File: src/rtl/bcd_scan_display_if.sv
// Handshake and display bus for bcd_scan_display.
//   value/load : binary value and its conversion request (driven by the master)
//   busy       : conversion in progress
//   seg        : shared segment bus {g,f,e,d,c,b,a}, active low
//   an         : digit anodes, active low, one-hot
//   dp         : decimal point, active low (always off)
interface bcd_scan_display_if #(
  parameter int WIDTH  = 14,
  parameter int DIGITS = 4
);
  logic [WIDTH-1:0]  value;
  logic              load;
  logic              busy;
  logic [6:0]        seg;
  logic [DIGITS-1:0] an;
  logic              dp;

  modport master (output value, load, input busy, seg, an, dp);
  modport slave  (input value, load, output busy, seg, an, dp);
endinterface

File: src/rtl/bcd_scan_display.sv
// Binary to multiplexed seven-segment display driver.
// A load captures a binary value, which a double-dabble engine turns into BCD
// at one bit per cycle while busy is high. The finished result goes into a
// display register in a single update. A scanner then shows that register one
// digit per REFRESH_DIV cycles on a common-anode display.
// Ports:
//   clk   : system clock, rising edge
//   reset : synchronous, active high
//   bus   : slave side of bcd_scan_display_if (value/load in; busy/seg/an/dp out)
module bcd_scan_display #(
  parameter int WIDTH       = 14,
  parameter int DIGITS      = 4,
  parameter int REFRESH_DIV = 100000,
  parameter int BLANK_LZ    = 1
) (
  input logic               clk,
  input logic               reset,
  bcd_scan_display_if.slave bus
);
  localparam int          BCD_W = 4 * DIGITS;
  localparam int          CNT_W = $clog2(WIDTH + 1);
  localparam int          IDX_W = (DIGITS > 1) ? $clog2(DIGITS) : 1;
  localparam int          PRE_W = $clog2(REFRESH_DIV);
  localparam int unsigned LIMIT = 10 ** DIGITS;

  localparam logic [6:0] SEG_BLANK = 7'b1111111;
  localparam logic [6:0] SEG_DASH  = 7'b0111111;

  typedef enum logic {IDLE, SHIFT} state_t;

  function automatic logic [6:0] seg7(input logic [3:0] n);
    case (n)
      4'd0:    seg7 = 7'b1000000;
      4'd1:    seg7 = 7'b1111001;
      4'd2:    seg7 = 7'b0100100;
      4'd3:    seg7 = 7'b0110000;
      4'd4:    seg7 = 7'b0011001;
      4'd5:    seg7 = 7'b0010010;
      4'd6:    seg7 = 7'b0000010;
      4'd7:    seg7 = 7'b1111000;
      4'd8:    seg7 = 7'b0000000;
      4'd9:    seg7 = 7'b0010000;
      default: seg7 = SEG_BLANK;
    endcase
  endfunction

  // ---------------- converter FSM ----------------
  state_t           state, state_nx;
  logic             capture, step, done, busy, last_iter;
  logic [CNT_W-1:0] cnt;

  assign last_iter = (cnt == CNT_W'(WIDTH - 1));

  always_ff @(posedge clk) begin
    if (reset) state <= IDLE;
    else       state <= state_nx;
  end

  always_comb begin
    state_nx = state;
    case (state)
      IDLE:    if (bus.load) state_nx = SHIFT;
      SHIFT:   if (last_iter) state_nx = IDLE;
      default: state_nx = IDLE;
    endcase
  end

  always_comb begin
    capture = 1'b0;
    step    = 1'b0;
    done    = 1'b0;
    busy    = 1'b0;
    case (state)
      IDLE:    capture = bus.load;
      SHIFT: begin
        busy = 1'b1;
        step = 1'b1;
        done = last_iter;
      end
      default: ;
    endcase
  end

  // ---------------- double-dabble datapath ----------------
  logic [WIDTH-1:0]       bin_sr;
  logic [DIGITS-1:0][3:0] bcd, bcd_adj, disp;
  logic [BCD_W-1:0]       bcd_flat, bcd_sh;
  logic                   ovf, disp_ovf;

  for (genvar d = 0; d < DIGITS; d++) begin : g_adj
    assign bcd_adj[d] = (bcd[d] >= 4'd5) ? bcd[d] + 4'd3 : bcd[d];
  end

  assign bcd_flat = bcd_adj;
  assign bcd_sh   = {bcd_flat[BCD_W-2:0], bin_sr[WIDTH-1]};

  always_ff @(posedge clk) begin
    if (reset) begin
      bin_sr   <= '0;
      bcd      <= '0;
      cnt      <= '0;
      ovf      <= 1'b0;
      disp     <= '0;
      disp_ovf <= 1'b0;
    end else if (capture) begin
      bin_sr <= bus.value;
      bcd    <= '0;
      cnt    <= '0;
      ovf    <= (32'(bus.value) >= LIMIT);
    end else if (step) begin
      bin_sr <= bin_sr << 1;
      bcd    <= bcd_sh;
      cnt    <= cnt + CNT_W'(1);
      // Result and its overflow flag reach the display together so the
      // scanner never sees a half-finished conversion.
      if (done) begin
        disp     <= bcd_sh;
        disp_ovf <= ovf;
      end
    end
  end

  // ---------------- digit decode with leading-zero blanking ----------------
  logic [DIGITS-1:0]      hi_zero;  // digit d and everything above it are zero
  logic [DIGITS-1:0][6:0] seg_dig;
  logic                   run;

  always_comb begin
    hi_zero = '0;
    run     = 1'b1;
    for (int d = DIGITS - 1; d >= 0; d--) begin
      run        = run & (disp[d] == 4'd0);
      hi_zero[d] = run;
    end
  end

  for (genvar d = 0; d < DIGITS; d++) begin : g_dec
    logic blank;
    assign blank      = (BLANK_LZ != 0) && (d != 0) && hi_zero[d];
    assign seg_dig[d] = disp_ovf ? SEG_DASH :
                        blank    ? SEG_BLANK : seg7(disp[d]);
  end

  // ---------------- scanner ----------------
  logic [PRE_W-1:0]  presc;
  logic [IDX_W-1:0]  idx;
  logic              wrap, slot_adv;
  logic [6:0]        seg_r;
  logic [DIGITS-1:0] an_r;

  assign wrap = (presc == PRE_W'(REFRESH_DIV - 1));

  always_ff @(posedge clk) begin
    if (reset) begin
      presc    <= '0;
      idx      <= '0;
      slot_adv <= 1'b0;
    end else begin
      presc    <= wrap ? '0 : presc + PRE_W'(1);
      slot_adv <= wrap;
      if (wrap) idx <= (idx == IDX_W'(DIGITS - 1)) ? '0 : idx + IDX_W'(1);
    end
  end

  // Outputs reload only on the cycle after the index moves, so seg and an
  // always switch together at slot boundaries.
  always_ff @(posedge clk) begin
    if (reset) begin
      seg_r <= 7'b1000000;
      an_r  <= ~DIGITS'(1);
    end else if (slot_adv) begin
      seg_r <= seg_dig[idx];
      an_r  <= ~(DIGITS'(1) << idx);
    end
  end

  assign bus.busy = busy;
  assign bus.seg  = seg_r;
  assign bus.an   = an_r;
  assign bus.dp   = 1'b1;
endmodule
File: src/flat_wrapper.sv
// flat-port wrapper written by rule: the top's interface ports become plain ports
module bcd_scan_display_flat 
#(
  parameter int WIDTH       = 14,
  parameter int DIGITS      = 4,
  parameter int REFRESH_DIV = 100000,
  parameter int BLANK_LZ    = 1
)
  (clk, reset, bus_value, bus_load, bus_busy, bus_seg, bus_an, bus_dp);
  bcd_scan_display_if #(.WIDTH(WIDTH), .DIGITS(DIGITS)) bus_i ();
  input logic clk;
  input logic reset;
  input wire logic [$bits(bus_i.value)-1:0] bus_value;
  input wire logic [$bits(bus_i.load)-1:0] bus_load;
  output wire logic [$bits(bus_i.busy)-1:0] bus_busy;
  output wire logic [$bits(bus_i.seg)-1:0] bus_seg;
  output wire logic [$bits(bus_i.an)-1:0] bus_an;
  output wire logic [$bits(bus_i.dp)-1:0] bus_dp;
  assign bus_i.value = bus_value;
  assign bus_i.load = bus_load;
  assign bus_busy = bus_i.busy;
  assign bus_seg = bus_i.seg;
  assign bus_an = bus_i.an;
  assign bus_dp = bus_i.dp;
  bcd_scan_display #(.WIDTH(WIDTH), .DIGITS(DIGITS), .REFRESH_DIV(REFRESH_DIV), .BLANK_LZ(BLANK_LZ)) u_core (.clk(clk), .reset(reset), .bus(bus_i));
endmodule
File: config.mk
export PLATFORM = sky130hd
export DESIGN_NAME = bcd_scan_display_flat
export DESIGN_NICKNAME = d
export VERILOG_FILES = /design/src/rtl/bcd_scan_display_if.sv /design/src/rtl/bcd_scan_display.sv /design/src/flat_wrapper.sv
export SDC_FILE = /design/constraint.sdc
export NUM_CORES = 1
export LEC_CHECK = 0
export ABC_CLOCK_PERIOD_IN_PS = 3900
export BUFFER_PORTS_ARGS = -buffer_cell sky130_fd_sc_hd__clkbuf_2
export CAP_MARGIN = 20
export CORE_MARGIN = 3
export CORE_UTILIZATION = 45
export CTS_BUF_LIST = sky130_fd_sc_hd__clkbuf_4 sky130_fd_sc_hd__clkbuf_8
export DETAILED_ROUTE_END_ITERATION = 10
export MAX_ROUTING_LAYER = met4
export SLEW_MARGIN = 20
export SYNTH_ARGS = -nofsm -noshare
export SYNTH_HDL_FRONTEND = slang
export SYNTH_SLANG_ARGS = --single-unit
export TNS_END_PERCENT = 100
File: constraint.sdc
create_clock -name clk -period 3.9 [get_ports clk]
set_clock_uncertainty 0.2 [all_clocks]
set_input_delay 0.39 -clock clk [delete_from_list [all_inputs] [get_ports clk]]
set_output_delay 0.39 -clock clk [all_outputs]
set_load 0.005 [all_outputs]
== Yosys cells after proc, flatten, opt, wreduce, memory -nomap -nowiden ==
Memories as Yosys holds them, arrays and structs flattened. A register that Yosys moved wholly into a read port is not among the register bits.
Index checks and enable logic that the tools add are counted.

* Register bits: 84
* Memory bits (read-only): 448
* Input port bits: 17
* Output and inout bits: 13
* Logic and storage cells: 81
* Memories: 4

{| class="wikitable"
|+ Memory list
! name !! depth !! bits a word !! read ports !! clocked after Yosys merged registers in !! wr ports !! RTL line !! source
|-
| (name not given) || 16 || 7 || 1 || 1 || 0 || bcd_scan_display.sv:32 || <nowiki>case (n)</nowiki>
|-
| (name not given) || 16 || 7 || 1 || 1 || 0 || bcd_scan_display.sv:32 ||
|-
| (name not given) || 16 || 7 || 1 || 1 || 0 || bcd_scan_display.sv:32 ||
|-
| (name not given) || 16 || 7 || 1 || 1 || 0 || bcd_scan_display.sv:32 ||
|}

* Add/subtract/negate cells: 7
* $lt $le $gt $ge: 6
* Equal/unequal tests: 3
* Shift operators: 1
* Mux-type cells: 30
* Bitwise gates (word level): 5
* Reductions and logical operators: 7

{| class="wikitable"
|+ Operators with widths
! operator !! count
|-
| 2-to-1 mux 7 bit || 8
|-
| 2-to-1 mux 4 bit || 11
|-
| 2-to-1 mux 14 bit || 2
|-
| adder 17 x 1 -> 17 bit, second input constant || 1
|-
| == test 17 bit, second input constant || 1
|-
| >= comparator 4 x 3 -> 1 bit, second input constant || 4
|-
| binary-select mux 7 bit (select 2 bit) || 1
|-
| >= comparator 14 bit, second input constant || 1
|-
| adder 4 x 2 -> 4 bit, second input constant || 3
|-
| zero test 4 bit || 3
|-
| 2-to-1 mux 1 bit || 5
|-
| adder 4 x 1 -> 4 bit, second input constant || 1
|-
| == test 4 bit, second input constant || 1
|-
| inverter 4 bit || 1
|-
| OR reduction 2 bit || 2
|-
| << shifter 1 x 2 -> 4 bit, first input constant || 1
|-
| adder 3 x 2 -> 3 bit, second input constant || 1
|-
| < comparator 2 x 3 -> 1 bit, second input constant || 1
|-
| 2-to-1 mux 3 bit || 1
|-
| AND reduction 3 bit || 1
|-
| adder 2 x 1 -> 2 bit, second input constant || 1
|-
| bitwise AND 1 bit || 2
|-
| == test 2 bit, second input constant || 1
|-
| 2-to-1 mux 2 bit || 1
|-
| 3 further kinds || 4
|}

== Longest topological paths before layout ==
* Depth in word-level cells: 7
* Mapped depth: 14
* Depth with buffers taken out: 12

== Worst setup path before layout ==
OpenSTA, ideal clock, no wires.

* Kind: register -> register
* From: reg u_core.cnt[1]
* To: reg with a tool-made name
* Library setup time: 0.072 ns
* Arrival: 2.506 ns
* Required time: 3.628 ns
* Slack: 1.122 ns
* Cell stages (with the launch flop): 14
* Path buffers: 2
* Clock period less this slack: 2.778 ns
* Cell sequence: dfxtp_1 inv_1 ha_1 nand4_2 clkbuf_1 clkbuf_1 nand2_1 a21oi_1 inv_1 ha_1 nand2b_1 a21o_1 a31oi_1 a2bb2oi_1

{| class="wikitable"
|+ RTL lines
! item !! RTL line !! source
|-
| from (decl) || bcd_scan_display.sv:50 || <nowiki>logic [CNT_W-1:0] cnt;</nowiki>
|-
| from (signal assigned) || bcd_scan_display.sv:113 || <nowiki>cnt <= cnt + CNT_W'(1);</nowiki>
|}

==> results.md <==
* Fin crit period at 2.93 ns
* EDFF count, synth at 0
* Met1 usage at 0.253
* Placed Instances at 863
* Compound-Gate Fraction of Synth Area at 0.203
* Synth-to-Final Area Change at 6.76%
* Post-CTS setup buffer count at 0
* # rows at 41
* FMAX at 0.342 GHz
* Vias in the first global route at 4546
* Vias per cell at 5.54
* Fin nets at 754
* Slew of the pin with the lowest slew margin at 0.779 ns
* I/O pin count at 30
* WL/cell at 14.6 microns
* Syn avg cell area at 8.54 sq um
* Synth unique cells at 65
* Final Power at 1.93 mW
* Slew Limit Headroom at 0.481
* Final TNS setup at 0 ns
* Worst-case register-to-register setup slack at 0.97 ns
* Total wire length at 12800 microns
* CP Launch Type: flop
* Mux contribution to synthesized area at 0.0321
* Die Ht at 121 microns
* Share of the synthesized area in the top cell type at 0.378
* Final instance area at 0.00633 sq mm
* Core Region at 0.0128 sq mm
* DP Area at 0.00616 sq mm
* Grt peak-use layer: met2
* Latest clock arrival within the worst-skew pair at 0.39 ns
* Synth area leader: dfxtp_1
* Most common cell in the netlist: dfxtp_1
* First-pass GRT wire length at 21800 microns
* Post-Synthesis Cells at 694
* RSZ-0062 raised after global routing: false
* Synthesized Nets at 746
* Die Area at 0.0146 sq mm
* Share of cells above drive strength 1 at 0.108
* Synth Area in Adders at 0.0739
* Status: complete, no violations
* Ant diodes at 0
* Gr ovfl total at 0
* Final hold violations at 0
* Hold Path Class: input pin to flop
* Most frequent cells after synthesis: dfxtp_1 (112), nor2_1 (93), nand2_1 (54)
* Residual DRC at 0
* Post-DRT Antenna Nets at 0
* Die X at 121 microns
* GR Util All Layers at 0.190
* Iteration-0 DRC Markers at 318
* CTS resizes at 0
* Post-synth ARST share at 0
* Max VDD drop at 0.188 mV
* Main combinational cell family by area after synthesis: simple AND/OR/NAND/NOR gates
* Htree depth at 3
* Final setup violation count at 0
* Arrival @ worst endpoint at 3.01 ns
* Clk slew on worst S/H paths at 0.10 ns
* Post-Synth XOR/XNOR Area at 0.0340
* CTS Hold Bufs at 0
* TritonRoute pass-1 iters at 5
* Register area share after synthesis at 0.378
* Predominant post-synthesis flop cell: dfxtp_1
* Clock Tree Root: clkbuf_8
* Synth area leaders: dfxtp_1 (38%), ha_1 (7.4%), nor2_1 (5.9%), a21oi_1 (3.8%), nand2_1 (3.4%)
* Largest net degree at the start of global routing at 36
* Initial Utilization at 0.464
* HPWL Detailed at 9280 microns
* Via count at 4860
* Pleak at 2.35 nW
* Max cap viols at 0
* Kind of critical path: flop to flop
* Power Dens Cells at 305 mW/mm^2
* Period utilisation layout at 0.751
* #FFs+latches synth at 112
* CTS tree: yes
* Crit. End Element: flop
* Simple-gate share of the synthesized area at 0.227
* Ys Warns at 0
* I/O Buffers at 28
* Critical Path RT at 3.98 ns
* Cell Area, Synth at 0.00593 sq mm
* TritonCTS buffer count at 9
* Finished Layout Cells at 878
* TritonCTS Sinks at 112
* Initial antenna violation count at 0
* CTS max path bufs at 2
* GPL Wtd Cong at 0.832
* Crit-path max FO at 25
* Slew Limit Fails at 0
* Global-route met2 utilization at 0.287
* GR met3 Demand/Resource at 0.0435
stage by stage:
| stage | worst slack, ns | utilization | hold slack, ns |
|---|---|---|---|
| after floorplan | 1.12 | - | 0.218 |
| after global placement | 1.07 | 0.482 | 0.231 |
| after detailed placement | 0.975 | 0.482 | 0.248 |
| after CTS | 0.969 | 0.495 | 0.0511 |
| after global routing | 0.725 | 0.495 | 0.0647 |
| final | 0.972 | 0.495 | 0.0908 |
per-layer routing:
metal  up-vias  routed length, microns
li1       2464                       -
met1      2282                    6440
met2       102                    5640
met3        12                     499
met4         0                     199
met5         -                       0
final cells by class:
| class | count | area [sq um] |
|---|---|---|
| Multi-Input combinational cell | 513 | 3380 |
| Sequential cell | 112 | 2240 |
| Clock inverter | 4 | 30.0 |
| Fill cell | 1195 | 6450 |
| Inverter | 32 | 133 |
| Tap cell | 172 | 215 |
| Timing Repair Buffer | 34 | 185 |
| Clock buffer | 11 | 139 |
layout by cell type, fill, tap and decap left out, types with 12 or more instances in the layout:
cell,Yosys,routed
dfxtp_1,112,111
nor2_1,93,93
nand2_1,54,54
a21oi_1,45,45
ha_1,35,35
clkbuf_2,0,28
inv_1,27,27
o21ai_0,22,22
nor3_1,19,19
mux2i_1,19,19
nand2b_1,16,16
a211oi_1,15,15
xnor2_1,13,13
o221ai_1,12,12
path summary, 6_finish.rpt:
path	end	cells after the start	from
min reg2reg	u_core.presc[0]$_SDFF_PP0_	1	u_core.presc[0]$_SDFF_PP0_
min	u_core.ovf$_SDFFE_PP0P_	3	bus_value[13]
max reg2reg	flop	9	u_core.state$_SDFF_PP0_
max	flop	9	u_core.state$_SDFF_PP0_
where the power goes:
part           internal (mW)  switching (mW)  leakage, nW
clock network          0.246           0.384       0.0866
logic                 0.0489          0.0734         1.36
registers               1.16          0.0198        0.906
worst max-delay path, cell delays in order (launching register included):
cell and delay [ns]:
dfxtp_2 0.64, and4_1 0.26, buf_4 0.28, nand2b_4 0.20, o31ai_2 0.51, ha_1 0.28
nand2b_1 0.12, a211o_1 0.12, o31ai_1 0.06, a2bb2oi_1 0.13
logic make-up (layout without fill, tap and decap cells):
logic type,Yosys count,in the layout
compound gates,167,167
fa+ha+maj,35,35
xor+xnor,23,23
flops,112,112
buf+inv,69,81
mux,19,19
other cells,1,1
simple gates,268,268
Power figures use the tool's default switching activity.
